File: src/rtl/fifo_uart_tx_pkg.sv
// Shared definitions for the FIFO-fed UART transmitter: FSM state encoding,
// default timing parameters and the line-level decode helper.
package fifo_uart_tx_pkg;

    localparam int CLKS_PER_BIT_DEFAULT = 4;
    localparam int RD_LAT_DEFAULT       = 2;

    typedef enum logic [2:0] {
        IDLE  = 3'd0,
        POP   = 3'd1,
        WAIT  = 3'd2,
        START = 3'd3,
        DATA  = 3'd4,
        STOP  = 3'd5
    } state_e;

    // Serial line level for a given state: low only for the start bit,
    // the current data bit while shifting, high (idle/stop) everywhere else.
    function automatic logic line_level(input state_e st, input logic data_bit);
        logic level;
        case (st)
            START:   level = 1'b0;
            DATA:    level = data_bit;
            default: level = 1'b1;
        endcase
        return level;
    endfunction

endpackage

File: src/rtl/fifo_uart_tx_baud.sv
// Bit-period timer: counts 0..CLKS_PER_BIT-1 while run is high and flags the
// last cycle of each bit. The count parks at zero whenever run is low, so every
// frame starts on a fresh bit boundary.
module baud_tick_gen
    import fifo_uart_tx_pkg::*;
#(
    parameter int CLKS_PER_BIT = CLKS_PER_BIT_DEFAULT
) (
    input  logic clk,
    input  logic reset,
    input  logic run,
    output logic tick
);

    localparam logic [7:0] LAST_CNT = 8'(CLKS_PER_BIT - 1);

    logic [7:0] cnt_r;
    logic [7:0] cnt_next_s;
    logic       tick_s;

    // Next count: advance while running, reload at each bit boundary, park at zero when idle
    always_comb begin
        tick_s     = 1'b0;
        cnt_next_s = 8'd0;
        if (run) begin
            if (cnt_r == LAST_CNT) begin
                tick_s     = 1'b1;
                cnt_next_s = 8'd0;
            end else begin
                tick_s     = 1'b0;
                cnt_next_s = cnt_r + 8'd1;
            end
        end else begin
            tick_s     = 1'b0;
            cnt_next_s = 8'd0;
        end
    end

    // Counter register with synchronous reset
    always_ff @(posedge clk) begin
        if (reset) begin
            cnt_r <= 8'd0;
        end else begin
            cnt_r <= cnt_next_s;
        end
    end

    // The tick must fall in the last cycle of the bit itself, so it is decoded
    // from the registered count rather than delayed by another register.
    assign tick = tick_s;

endmodule

File: src/rtl/fifo_uart_tx.sv
// UART transmitter fed from an upstream FIFO with fixed read latency.
// One pop per frame; the popped byte is captured in the first START cycle,
// which is exactly RD_LAT cycles after the pop request. All outputs are
// registered from the next-state decode so they align with the state register.
module fifo_uart_tx
    import fifo_uart_tx_pkg::*;
#(
    parameter int CLKS_PER_BIT = CLKS_PER_BIT_DEFAULT,
    parameter int RD_LAT       = RD_LAT_DEFAULT
) (
    input  logic       clk,
    input  logic       reset,
    input  logic       enable,
    input  logic       fifo_empty,
    input  logic [7:0] fifo_data,
    output logic       fifo_rd_en,
    output logic       tx,
    output logic       busy
);

    // Last WAIT count; unused when RD_LAT is 1 because WAIT is skipped then.
    localparam logic [1:0] WAIT_LAST = 2'(RD_LAT - 2);

    state_e     state_r;
    state_e     state_next_s;
    logic [1:0] wait_cnt_r;
    logic [1:0] wait_cnt_next_s;
    logic [2:0] bit_idx_r;
    logic [2:0] bit_idx_next_s;
    logic [7:0] shift_r;
    logic [7:0] shift_next_s;
    logic       cap_pend_r;
    logic       cap_pend_next_s;
    logic       tx_r;
    logic       busy_r;
    logic       rd_en_r;
    logic       run_s;
    logic       tick_s;

    assign run_s = (state_r == START) || (state_r == DATA) || (state_r == STOP);

    baud_tick_gen #(
        .CLKS_PER_BIT(CLKS_PER_BIT)
    ) u_baud (
        .clk  (clk),
        .reset(reset),
        .run  (run_s),
        .tick (tick_s)
    );

    // Next-state, capture and shift decode
    always_comb begin
        state_next_s    = state_r;
        wait_cnt_next_s = wait_cnt_r;
        bit_idx_next_s  = bit_idx_r;
        shift_next_s    = shift_r;
        cap_pend_next_s = cap_pend_r;
        case (state_r)
            IDLE: begin
                // enable and fifo_empty are only ever looked at here
                if (enable && !fifo_empty) begin
                    state_next_s = POP;
                end else begin
                    state_next_s = IDLE;
                end
            end
            POP: begin
                cap_pend_next_s = 1'b1;
                wait_cnt_next_s = 2'd0;
                if (RD_LAT == 1) begin
                    state_next_s = START;
                end else begin
                    state_next_s = WAIT;
                end
            end
            WAIT: begin
                if (wait_cnt_r == WAIT_LAST) begin
                    state_next_s = START;
                end else begin
                    wait_cnt_next_s = wait_cnt_r + 2'd1;
                end
            end
            START: begin
                // First START cycle is POP+RD_LAT: the FIFO data is valid now
                if (cap_pend_r) begin
                    shift_next_s    = fifo_data;
                    cap_pend_next_s = 1'b0;
                end else begin
                    cap_pend_next_s = 1'b0;
                end
                if (tick_s) begin
                    state_next_s   = DATA;
                    bit_idx_next_s = 3'd0;
                end else begin
                    state_next_s = START;
                end
            end
            DATA: begin
                if (tick_s) begin
                    bit_idx_next_s = bit_idx_r + 3'd1;
                    shift_next_s   = {1'b0, shift_r[7:1]};
                    if (bit_idx_r == 3'd7) begin
                        state_next_s = STOP;
                    end else begin
                        state_next_s = DATA;
                    end
                end else begin
                    state_next_s = DATA;
                end
            end
            STOP: begin
                if (tick_s) begin
                    state_next_s = IDLE;
                end else begin
                    state_next_s = STOP;
                end
            end
            default: begin
                state_next_s = IDLE;
            end
        endcase
    end

    // State, datapath and registered Moore outputs; reset overrides everything
    always_ff @(posedge clk) begin
        if (reset) begin
            state_r    <= IDLE;
            wait_cnt_r <= 2'd0;
            bit_idx_r  <= 3'd0;
            shift_r    <= 8'd0;
            cap_pend_r <= 1'b0;
            tx_r       <= 1'b1;
            busy_r     <= 1'b0;
            rd_en_r    <= 1'b0;
        end else begin
            state_r    <= state_next_s;
            wait_cnt_r <= wait_cnt_next_s;
            bit_idx_r  <= bit_idx_next_s;
            shift_r    <= shift_next_s;
            cap_pend_r <= cap_pend_next_s;
            tx_r       <= line_level(state_next_s, shift_next_s[0]);
            busy_r     <= (state_next_s != IDLE);
            rd_en_r    <= (state_next_s == POP);
        end
    end

    assign fifo_rd_en = rd_en_r;
    assign tx         = tx_r;
    assign busy       = busy_r;

endmodule

File: config.mk
export PLATFORM = sky130hd
export DESIGN_NAME = fifo_uart_tx
export DESIGN_NICKNAME = d
export VERILOG_FILES = /design/src/rtl/fifo_uart_tx_pkg.sv /design/src/rtl/fifo_uart_tx_baud.sv /design/src/rtl/fifo_uart_tx.sv
export SDC_FILE = /design/constraint.sdc
export NUM_CORES = 1
export LEC_CHECK = 0
export CAP_MARGIN = 20
export CORE_MARGIN = 3
export CORE_UTILIZATION = 30
export CTS_CLUSTER_DIAMETER = 60
export DETAILED_ROUTE_END_ITERATION = 16
export PLACE_DENSITY = 0.48
export SLEW_MARGIN = 10
export SYNTH_ARGS = -nofsm -noshare
export SYNTH_HDL_FRONTEND = slang
export SYNTH_SLANG_ARGS = --single-unit
File: constraint.sdc
create_clock -name clk -period 2.1 [get_ports clk]
set_clock_uncertainty 0.2 [all_clocks]
set_input_delay 0.42 -clock clk [delete_from_list [all_inputs] [get_ports clk]]
set_output_delay 0.42 -clock clk [all_outputs]
set_load 0.005 [all_outputs]
# Word level (Yosys, flattened, before mapping)
# Index checks and enable logic that the tools add are counted.
# word_totals
register_bits,28
in_bits,12
output_inout_bits,3
wordCells,61
# op_classes
add_sub_neg,3
n_eq_ne,14
n_mux,19
bitwise,1
n_reduce_logical,14
# ops
op,n
2-to-1 mux 3 bit,6
one-hot mux 3 bit (6 select lines),1
2-to-1 mux 8 bit,2
one-hot mux 8 bit (2 select lines),1
"== test 3 bit, second input constant",4
"== test 3 x 2 -> 1 bit, second input constant",3
"adder 8 x 1 -> 8 bit, second input constant",1
"== test 8 x 2 -> 1 bit, second input constant",1
"inequality test 2 bit, second input constant",4
"== test 3 x 1 -> 1 bit, second input constant",2
one-hot mux 3 bit (2 select lines),1
AND reduction 3 bit,2
nonzero test 2 bit,3
2-to-1 mux 1 bit,4
one-hot mux 1 bit (2 select lines),2
one-hot mux 2 bit (2 select lines),1
"adder 3 x 1 -> 3 bit, second input constant",1
logical NOT 3 bit,1
nonzero test 3 bit,1
OR reduction 3 bit,1
"adder 2 x 1 -> 2 bit, second input constant",1
logical NOT 2 bit,1
logical OR 1 bit,2
2-to-1 mux 2 bit,1
4 further kinds,4

# Longest topological paths before layout
# Gate-level depths: netlist of run 1.
# logic_depth
depth_word,8
depth_mapped,7
ltp_nobuf,7

# Hierarchy
# From an unflattened synthesis of run 1, not the netlist that was laid out.
# unflattened
hier_cells,144
hier_area_um2,1277.5
# by_module_without_submodules
mod,instances,cells_per_inst,area_per_inst_um2,seq_area_each_um2
fifo_uart_tx,1,105,929.6,400.4
baud_tick_gen,1,39,347.8,160.2

# Least setup slack after synthesis of run 1
# Ideal clock, no wire load.
# synth_path
path_kind,register to register
from,register u_baud.cnt_r[5]
to,register tx_r (netlist: tx)
setup_time_ps,72
t_arrival_ps,1930
required_ps,1828
setup_slack_ps,-102
stages_incl_launch_ff,6
path_buffers,0
period_less_slack_ps,2202
cell_sequence,dfxtp_1 -> or4_4 -> or4b_4 -> mux2_4 -> and2_4 -> mux2i_1
# synth_via
elab_chain_cells,7
elab_cells_between_ends,12
classes_between,eq/ne (3); mux (9)
# synth_lines
item,line,text
"start, declared",fifo_uart_tx_baud.sv:17,logic [7:0] cnt_r;
"start signal, assigned",fifo_uart_tx_baud.sv:44,cnt_r <= cnt_next_s;
== test 8 x 2 -> 1 bit (*),fifo_uart_tx_baud.sv:26,if (cnt_r == LAST_CNT) begin
2-to-1 mux 1 bit (*),fifo_uart_tx_baud.sv:26,
2-to-1 mux 1 bit (*),fifo_uart_tx_baud.sv:25,if (run) begin
"2-to-1 mux 3 bit, on equally long branches","fifo_uart_tx.sv:112, fifo_uart_tx.sv:91, fifo_uart_tx.sv:99",
one-hot mux 3 bit (6 select lines),fifo_uart_tx.sv:58,case (state_r)
== test 3 bit or == test 3 x 2 -> 1 bit (tied branches),fifo_uart_tx_pkg.sv:21,case (st)
one-hot mux 1 bit (2 select lines) (*),fifo_uart_tx_pkg.sv:21,
"end signal, assigned",fifo_uart_tx.sv:141,"tx_r <= line_level(state_next_s, shift_next_s[0]);"
"end, declared",fifo_uart_tx.sv:34,logic tx_r;
# Every way passes the cells marked *; elsewhere a longest branch is shown, timed or not. The select of a mux whose other input is x is not followed.
# A chain may end at the register's enable or synchronous reset.

# Worst setup path after layout of run 1
# layout_path
from,register u_baud.cnt_r[7]
to,register tx_r (netlist: tx)
# Same word-level chain as after synthesis.

==> results.ini, run 1 <==
[outcome]
status = finished with violations
violations = setup timing

[sta]
fin_hold_ws_ns = 0.2621
slew_viol_final = 0
hold_viol = 0
fin_crit_sh_pct = 104.6
worstMarginPinSlew_ns = 0.3855
setup_viol = 2
setup_tns_ns = -0.1339
setup_ws_ns = -0.09718
slew_headroom_pct = 74.21
rsz0062_at_grt = true
max_freq_ghz = 0.4551
period_minus_slack_ns = 2.197

[power_and_ir_drop]
pwr-share-clk_pct = 34.3
p_per_area_mw_per_mm2 = 589.5
pwr-share-seq_pct = 55.5
p_int_mw = 0.7648
sw_frac_of_total_pct = 22.33
combPwrFrac_pct = 10.2
peakVddDrop_uv = 252.2
p_switching_mw = 0.2199
leakagePower_nw = 0.6301

[yosys]
syn_area_per_cell_um2 = 8.820
ys_types = 36
synth-seq-cells = 28
seq_area_frac_synth_pct = 44.44
postSynthCellCount = 143
synth_area_mm2 = 0.001261
ys_warn_count = 0
syn_nets = 159

[job]
maxCapViolations = 0

[routing]
vias_per_cell = 4.950
dr.pass1.iters = 4
drc_errors = 0
wl_per_cell_um = 11.95
wl_mm = 2.617
vias = 1084
dr.first_iter.drc_count = 64
drtAntennaViolNets = 0

[placement]
gp_congestion = 0.7231
place.port_buffers = 14
place_area_mm2 = 0.001575
dp_hpwl_mm = 1.908
dp_cells = 215

[critical_path]
critical_path.startpoint_type = flop
required_ns = 2.11
cp.arrival_ns = 2.21
criticalPathCategory = reg2reg
r2r_start = u_baud.cnt_r[7]
reg2reg_to = tx
reg2regPathDepth = 5
cp-startpoint = u_baud.cnt_r[7]
crit_fanout = 2
rrSetupSlack_ns = -0.1
critPathCapture = tx
end_kind = flop

[cells_and_area]
area_delta_synth_final_pct = 32.44
fin_area_mm2 = 0.001670
layout-drive-gt1-share_pct = 22.81
fill_cells = 405
final_nets = 188
multi_input_area_um2 = 691.9
fin_cells = 219
final-seq-area_um2 = 565.5
utilization_pct = 43.34
diodes = 0

[clocking]
cts_tree = done
clock_sinks = 28
clk_pin_slew_ns = 0.10
clock_path_buffers = 2
root_buffer = clkbuf_8
htreeDepth = 1
cts_made_buffers = 3
clock_latency_ns = 0.27

[floorplanning]
die_h_um = 70.84
die_w_um = 70.84
num_rows = 22
die_area_mm2 = 0.005018
initial_core_util_pct = 32.73
num_io_pins = 15
core_mm2 = 0.003854

[global_route]
grt_pass1_vias = 1078
grt_max_degree = 16
grt_pass1_wl_mm = 4.671
grt_overflow = 0
grt_usage_pct = 11.40
antenna_found_initial = 0

[min_path]
hold_class = reg2reg

how the worst min path moves through the flow:
stage,from,to,slack (ns),cells past startpoint
finish,shift_r[3],shift_r[3],0.26,2
floorplan,u_baud.cnt_r[0],u_baud.cnt_r[0],0.21,1
global placement,shift_r[3],shift_r[3],0.24,2
global route,shift_r[6],shift_r[6],0.31,2
detailed placement,shift_r[3],shift_r[3],0.25,2
CTS,shift_r[3],shift_r[3],0.26,2
routing by layer:
metal / wire length, µm / global-route usage, % / vias to the layer above
met5: 0 / 0 / -
li1: - / - / 560
met2: 1244 / 18.95 / 15
met1: 1257 / 14.61 / 503
met3: 66 / 2.131 / 6
met4: 48 / 4.384 / 0
kinds of logic (layout without fill, tap and decap cells):
| kind of cell | count (synthesis) | count (layout) | share of synthesized area (%) |
|---|---|---|---|
| AND/OR/NAND/NOR | 55 | 55 | 22.92 |
| multiplexers | 5 | 5 | 4.464 |
| flip-flops | 28 | 28 | 44.44 |
| adder cells (fa/ha/maj) | 4 | 4 | 3.968 |
| AO/OA/AOI/OAI | 31 | 31 | 15.67 |
| XOR/XNOR | 6 | 6 | 4.167 |
| buffers and inverters | 14 | 42 | 4.365 |
synth_stat cells:
library cell / instances / area, µm²
dfxtp_1: 28 / 560.5
nor2_1: 20 / 75.07
a21oi_1: 13 / 65.06
nand2_1: 10 / 37.54
a22oi_1: 9 / 67.56
clkbuf_1: 6 / 22.52
inv_1: 6 / 22.52
ha_1: 4 / 50.05
nor3_1: 4 / 20.02
xor2_1: 4 / 35.03
mux2i_1: 3 / 30.03
nand3_1: 3 / 15.01
o21ai_0: 3 / 15.01
a31oi_1: 2 / 12.51
and3_1: 2 / 12.51
buf_2: 2 / 10.01
nand2b_1: 2 / 12.51
nor3b_1: 2 / 15.01
nor4_1: 2 / 12.51
xnor2_1: 2 / 17.52
a221oi_1: 1 / 8.760
a32o_1: 1 / 10.01
and2_4: 1 / 8.760
and4_1: 1 / 8.760
and4b_1: 1 / 10.01
mux2_2: 1 / 11.26
mux2_4: 1 / 15.01
nand4_1: 1 / 6.260
nor2b_1: 1 / 6.260
o21ba_2: 1 / 10.01
o32ai_1: 1 / 8.760
or2b_2: 1 / 8.760
or3_1: 1 / 6.260
or3b_1: 1 / 8.760
or4_4: 1 / 11.26
or4b_4: 1 / 13.76
worst max-delay path, cell delays in order (launching register included):
cell	delay, ns
dfxtp_2	0.33
or4_4	0.53
or4b_4	0.51
mux2_4	0.32
and2_4	0.13
mux2i_1	0.11
repair_timing:
item                                    CTS  global route
hold buffers                              0             0
endpoints found under the setup margin   20            12
setup buffers                             0             0
endpoints found under the hold margin     0             0
pin swaps                                 0             1
resized for setup                         4             6
stage by stage:
stage	total power, mW	worst slack, ns
global placement	0.6559	-0.05985
detailed placement	0.6573	-0.08780
global route	1.027	-0.1655
CTS	0.9907	-0.1066
finish	0.9847	-0.09718
floorplan	0.6028	-0.04863
power groups by stage:
stage / combinational (mW) / sequential [mW] / clock, mW
finish: 0.100 / 0.546 / 0.338
global route: 0.111 / 0.548 / 0.368
CTS: 0.0988 / 0.547 / 0.345
detailed placement: 0.0983 / 0.559 / 0
global placement: 0.0975 / 0.558 / 0
floorplan: 0.0427 / 0.560 / 0
cell type report:
class | count | share of cell area [%]
clock buffer | 4 | 3.296
inverter | 6 | 1.348
multi-input combinational | 101 | 41.42
sequential | 28 | 33.86
tap | 48 | 3.596
timing repair buffer | 32 | 16.48
registers in the layout, summed over array words and instances (netlist names):
signal / cells
bit_idx_r: 3
busy: 1
cap_pend_r: 1
fifo_rd_en: 1
shift_r: 8
state_r: 3
tx: 1
u_baud.cnt_r: 8
wait_cnt_r: 2
cell usage in the layout, fill, tap and decap left out, types with 2 or more instances in the layout:
| cell type | netlist | layout |
|---|---|---|
| ha_1 | 4 | 3 |
| a21oi_1 | 13 | 13 |
| dfxtp_2 | 0 | 4 |
| dfxtp_1 | 28 | 24 |
| inv_1 | 6 | 6 |
| clkbuf_8 | 0 | 4 |
| a31oi_1 | 2 | 2 |
| clkdlybuf4s50_1 | 0 | 14 |
| buf_4 | 0 | 18 |
| nor2_1 | 20 | 20 |
| nand2b_1 | 2 | 2 |
| xor2_1 | 4 | 4 |
| mux2i_1 | 3 | 3 |
| nor3_1 | 4 | 3 |
| a22oi_1 | 9 | 9 |
| and3_1 | 2 | 2 |
| o21ai_0 | 3 | 2 |
| xnor2_1 | 2 | 2 |
| nor3b_1 | 2 | 2 |
| nand2_1 | 10 | 10 |
| nand3_1 | 3 | 3 |
(Power assumes the default switching activity.)
==> run 2, diff against run 1 <==
--- a/config.mk
+++ b/config.mk
@@ -6,11 +6,12 @@
 export NUM_CORES = 1
 export LEC_CHECK = 0
 export CAP_MARGIN = 20
-export CORE_MARGIN = 3
+export CORE_MARGIN = 4
 export CORE_UTILIZATION = 30
 export CTS_CLUSTER_DIAMETER = 60
 export DETAILED_ROUTE_END_ITERATION = 16
 export PLACE_DENSITY = 0.48
+export SETUP_SLACK_MARGIN = 0.5
 export SLEW_MARGIN = 10
 export SYNTH_ARGS = -nofsm -noshare
 export SYNTH_HDL_FRONTEND = slang
==> run 2 against run 1 <==
The flow still finishes with violations (setup timing). Worst setup slack improved by 0.021 ns. Highest routed layer unchanged. Clock power up 25%. Sequential power about the same. Routed wire length rose by 1.3%. Fmax grew 0.96%. First-iteration DRC count down 27%. Power up 7.8%. Critical endpoint unchanged. Via count increased by 3.2%. Sequential share of layout area fell by 1.4 points. Combinational power shrank 6%. Worst hold slack lost 0.0036 ns.
==> results.ini, run 2 (same netlist as run 1, synthesis figures left out) <==
[cells_and_area]
fill_cells = 404  ; -0.25%
final_common_cell = buf_4
fin_cells = 228  ; +4.1%
area_delta_synth_final_pct = 38.00
final-seq-area_um2 = 565.5  ; unchanged
top_regs = shift_r (8), u_baud.cnt_r (8)
layout-drive-gt1-share_pct = 25.84  ; +3.0 points
final_nets = 195  ; +3.7%
final_cell_mix = buf_4, dfxtp_1, nor2_1
multi_input_area_um2 = 694.4  ; +0.36%
diodes = 0  ; unchanged
fin_area_mm2 = 0.001740  ; +4.2%

[placement]
dp_hpwl_mm = 1.960  ; +2.7%
gp_congestion = 0.7419  ; +2.6%
place.port_buffers = 14  ; unchanged
dp_cells = 216  ; +0.47%
place_area_mm2 = 0.001570  ; -0.32%

[sta]
setup_viol = 2  ; unchanged
hold_viol = 0  ; unchanged
max_freq_ghz = 0.4595  ; +0.96%
rsz0062_at_grt = true
setup_ws_ns = -0.07637  ; +0.02080 ns
setup_tns_ns = -0.09916  ; +0.03474 ns
fin_crit_sh_pct = 103.6  ; -0.99 points
slew_viol_final = 0  ; unchanged
period_minus_slack_ns = 2.176  ; -0.02080 ns
slew_headroom_pct = 77.90  ; +3.7 points
worstMarginPinSlew_ns = 0.3280  ; -0.05748 ns

[critical_path]
r2r_start = u_baud.cnt_r[7]
path_cells = or4_4 > or4b_4 > mux2_4 > and2_4 > mux2i_1
reg2reg_to = tx
cp_top_family = simple AND/OR/NAND/NOR gates
cp.depth = 5  ; unchanged
cp-startpoint = u_baud.cnt_r[7]
criticalPathCategory = reg2reg
reg2regPathDepth = 5  ; unchanged
crit_fanout = 2  ; unchanged
end_kind = flop
rrSetupSlack_ns = -0.08  ; +0.02 ns
critical_path.startpoint_type = flop
critPathCapture = tx
required_ns = 2.11  ; about the same
worst-path-buf-inv = 0  ; unchanged
slowest_stage = or4_4
cp.arrival_ns = 2.19  ; -0.02 ns
crit_path_max_incr_delay_ns = 0.53  ; about the same

[routing]
drc_errors = 0  ; unchanged
wl_per_cell_um = 11.63  ; -2.7%
vias = 1119  ; +3.2%
wl_mm = 2.652  ; +1.3%
vias_per_cell = 4.908  ; -0.85%
dr.pass1.iters = 4  ; unchanged
dr.first_iter.drc_count = 47  ; -27%
drtAntennaViolNets = 0  ; unchanged

[floorplanning]
die_w_um = 72.84  ; +2.8%
num_rows = 23  ; +4.5%
die_area_mm2 = 0.005306  ; +5.7%
num_io_pins = 15  ; unchanged
core_mm2 = 0.004029  ; +4.5%
initial_core_util_pct = 31.30  ; -1.4 points
die_h_um = 72.84  ; +2.8%

[power_and_ir_drop]
leakagePower_nw = 0.6848  ; +8.7%
p_per_area_mw_per_mm2 = 609.9  ; +3.5%
peakVddDrop_uv = 323.9  ; +28%
finalPower_mw = 1.061  ; +7.8%

[clocking]
clock_sinks = 28  ; unchanged
clock_latency_ns = 0.27  ; about the same
cts_made_buffers = 3  ; unchanged
holdBufCountCts = 0  ; unchanged
clock_path_buffers = 2  ; unchanged
root_buffer = clkbuf_8
clk_pin_slew_ns = 0.10  ; about the same
cts_tree = done
htreeDepth = 1  ; unchanged

[min_path]
hold_class = reg2reg

[outcome]
violations = setup timing
status = finished with violations

[global_route]
grt_pass1_vias = 1064  ; -1.3%
grt_usage_pct = 10.89  ; -0.52 points
grt_pass1_wl_mm = 4.595  ; -1.6%
antenna_found_initial = 0  ; unchanged
grt_max_degree = 17  ; +1
grt_overflow = 0  ; unchanged

[job]
maxCapViolations = 0  ; unchanged

==> run 2: per-stage QoR <==
stage,util (%),worst slack (ns),hold slack (ns)
final,43.20,-0.07637,0.2585
after global routing,43.20,-0.1193,0.2869
after CTS,42.48,-0.08542,0.2631
after detailed placement,38.98,-0.08257,0.2485
after global placement,38.98,-0.06072,0.2459
after floorplan,-,-0.04863,0.2056
==> run 2: worst min path at each step <==
stage | from | end | depth (start not counted)
finish | shift_r[2] | shift_r[2] | 2
global route | shift_r[2] | shift_r[2] | 2
CTS | shift_r[2] | shift_r[2] | 2
detailed placement | shift_r[2] | shift_r[2] | 2
global placement | shift_r[2] | shift_r[2] | 2
floorplan | u_baud.cnt_r[0] | u_baud.cnt_r[0] | 1
==> run 2: per-layer routing <==
| metal | global-route usage [%] | vias to the layer above | routed length [µm] |
|---|---|---|---|
| met2 | 17.64 | 15 | 1280 |
| met4 | 4.303 | 0 | 34 |
| met3 | 2.066 | 4 | 102 |
| met1 | 14.21 | 528 | 1235 |
| met5 | 0 | - | 0 |
| li1 | - | 572 | - |
==> run 2: where the power goes <==
| part | switching, mW | total, mW | internal (mW) | leakage [nW] |
|---|---|---|---|---|
| clock | 0.167 | 0.422 | 0.255 | 0.0357 |
| combinational | 0.0429 | 0.0936 | 0.0507 | 0.421 |
| sequential | 0.00352 | 0.545 | 0.542 | 0.228 |
| total | 0.214 | 1.06 | 0.848 | 0.685 |
==> run 2: cell type report <==
cell class | instances | share of cell area, %
multi-input combinational | 101 | 39.90
clock buffer | 3 | 2.372
sequential | 28 | 32.49
inverter | 6 | 1.294
timing repair buffer | 39 | 18.62
clock inverter | 1 | 1.725
tap | 50 | 3.595
==> run 2: timing repair <==
action	CTS	global route
pin swaps	1	2
setup buffers	5	2
gates resized for setup	11	3
endpoints found under the setup margin	28	25
gates cloned	1	0
endpoints found under the hold margin	0	0
==> run 2: worst register-to-register path: cells and delay by family (launching register included) <==
kind | cells | cell delay [ns]
AND/OR/NAND/NOR | 3 | 1.17
multiplexers | 2 | 0.43
flip-flops | 1 | 0.33
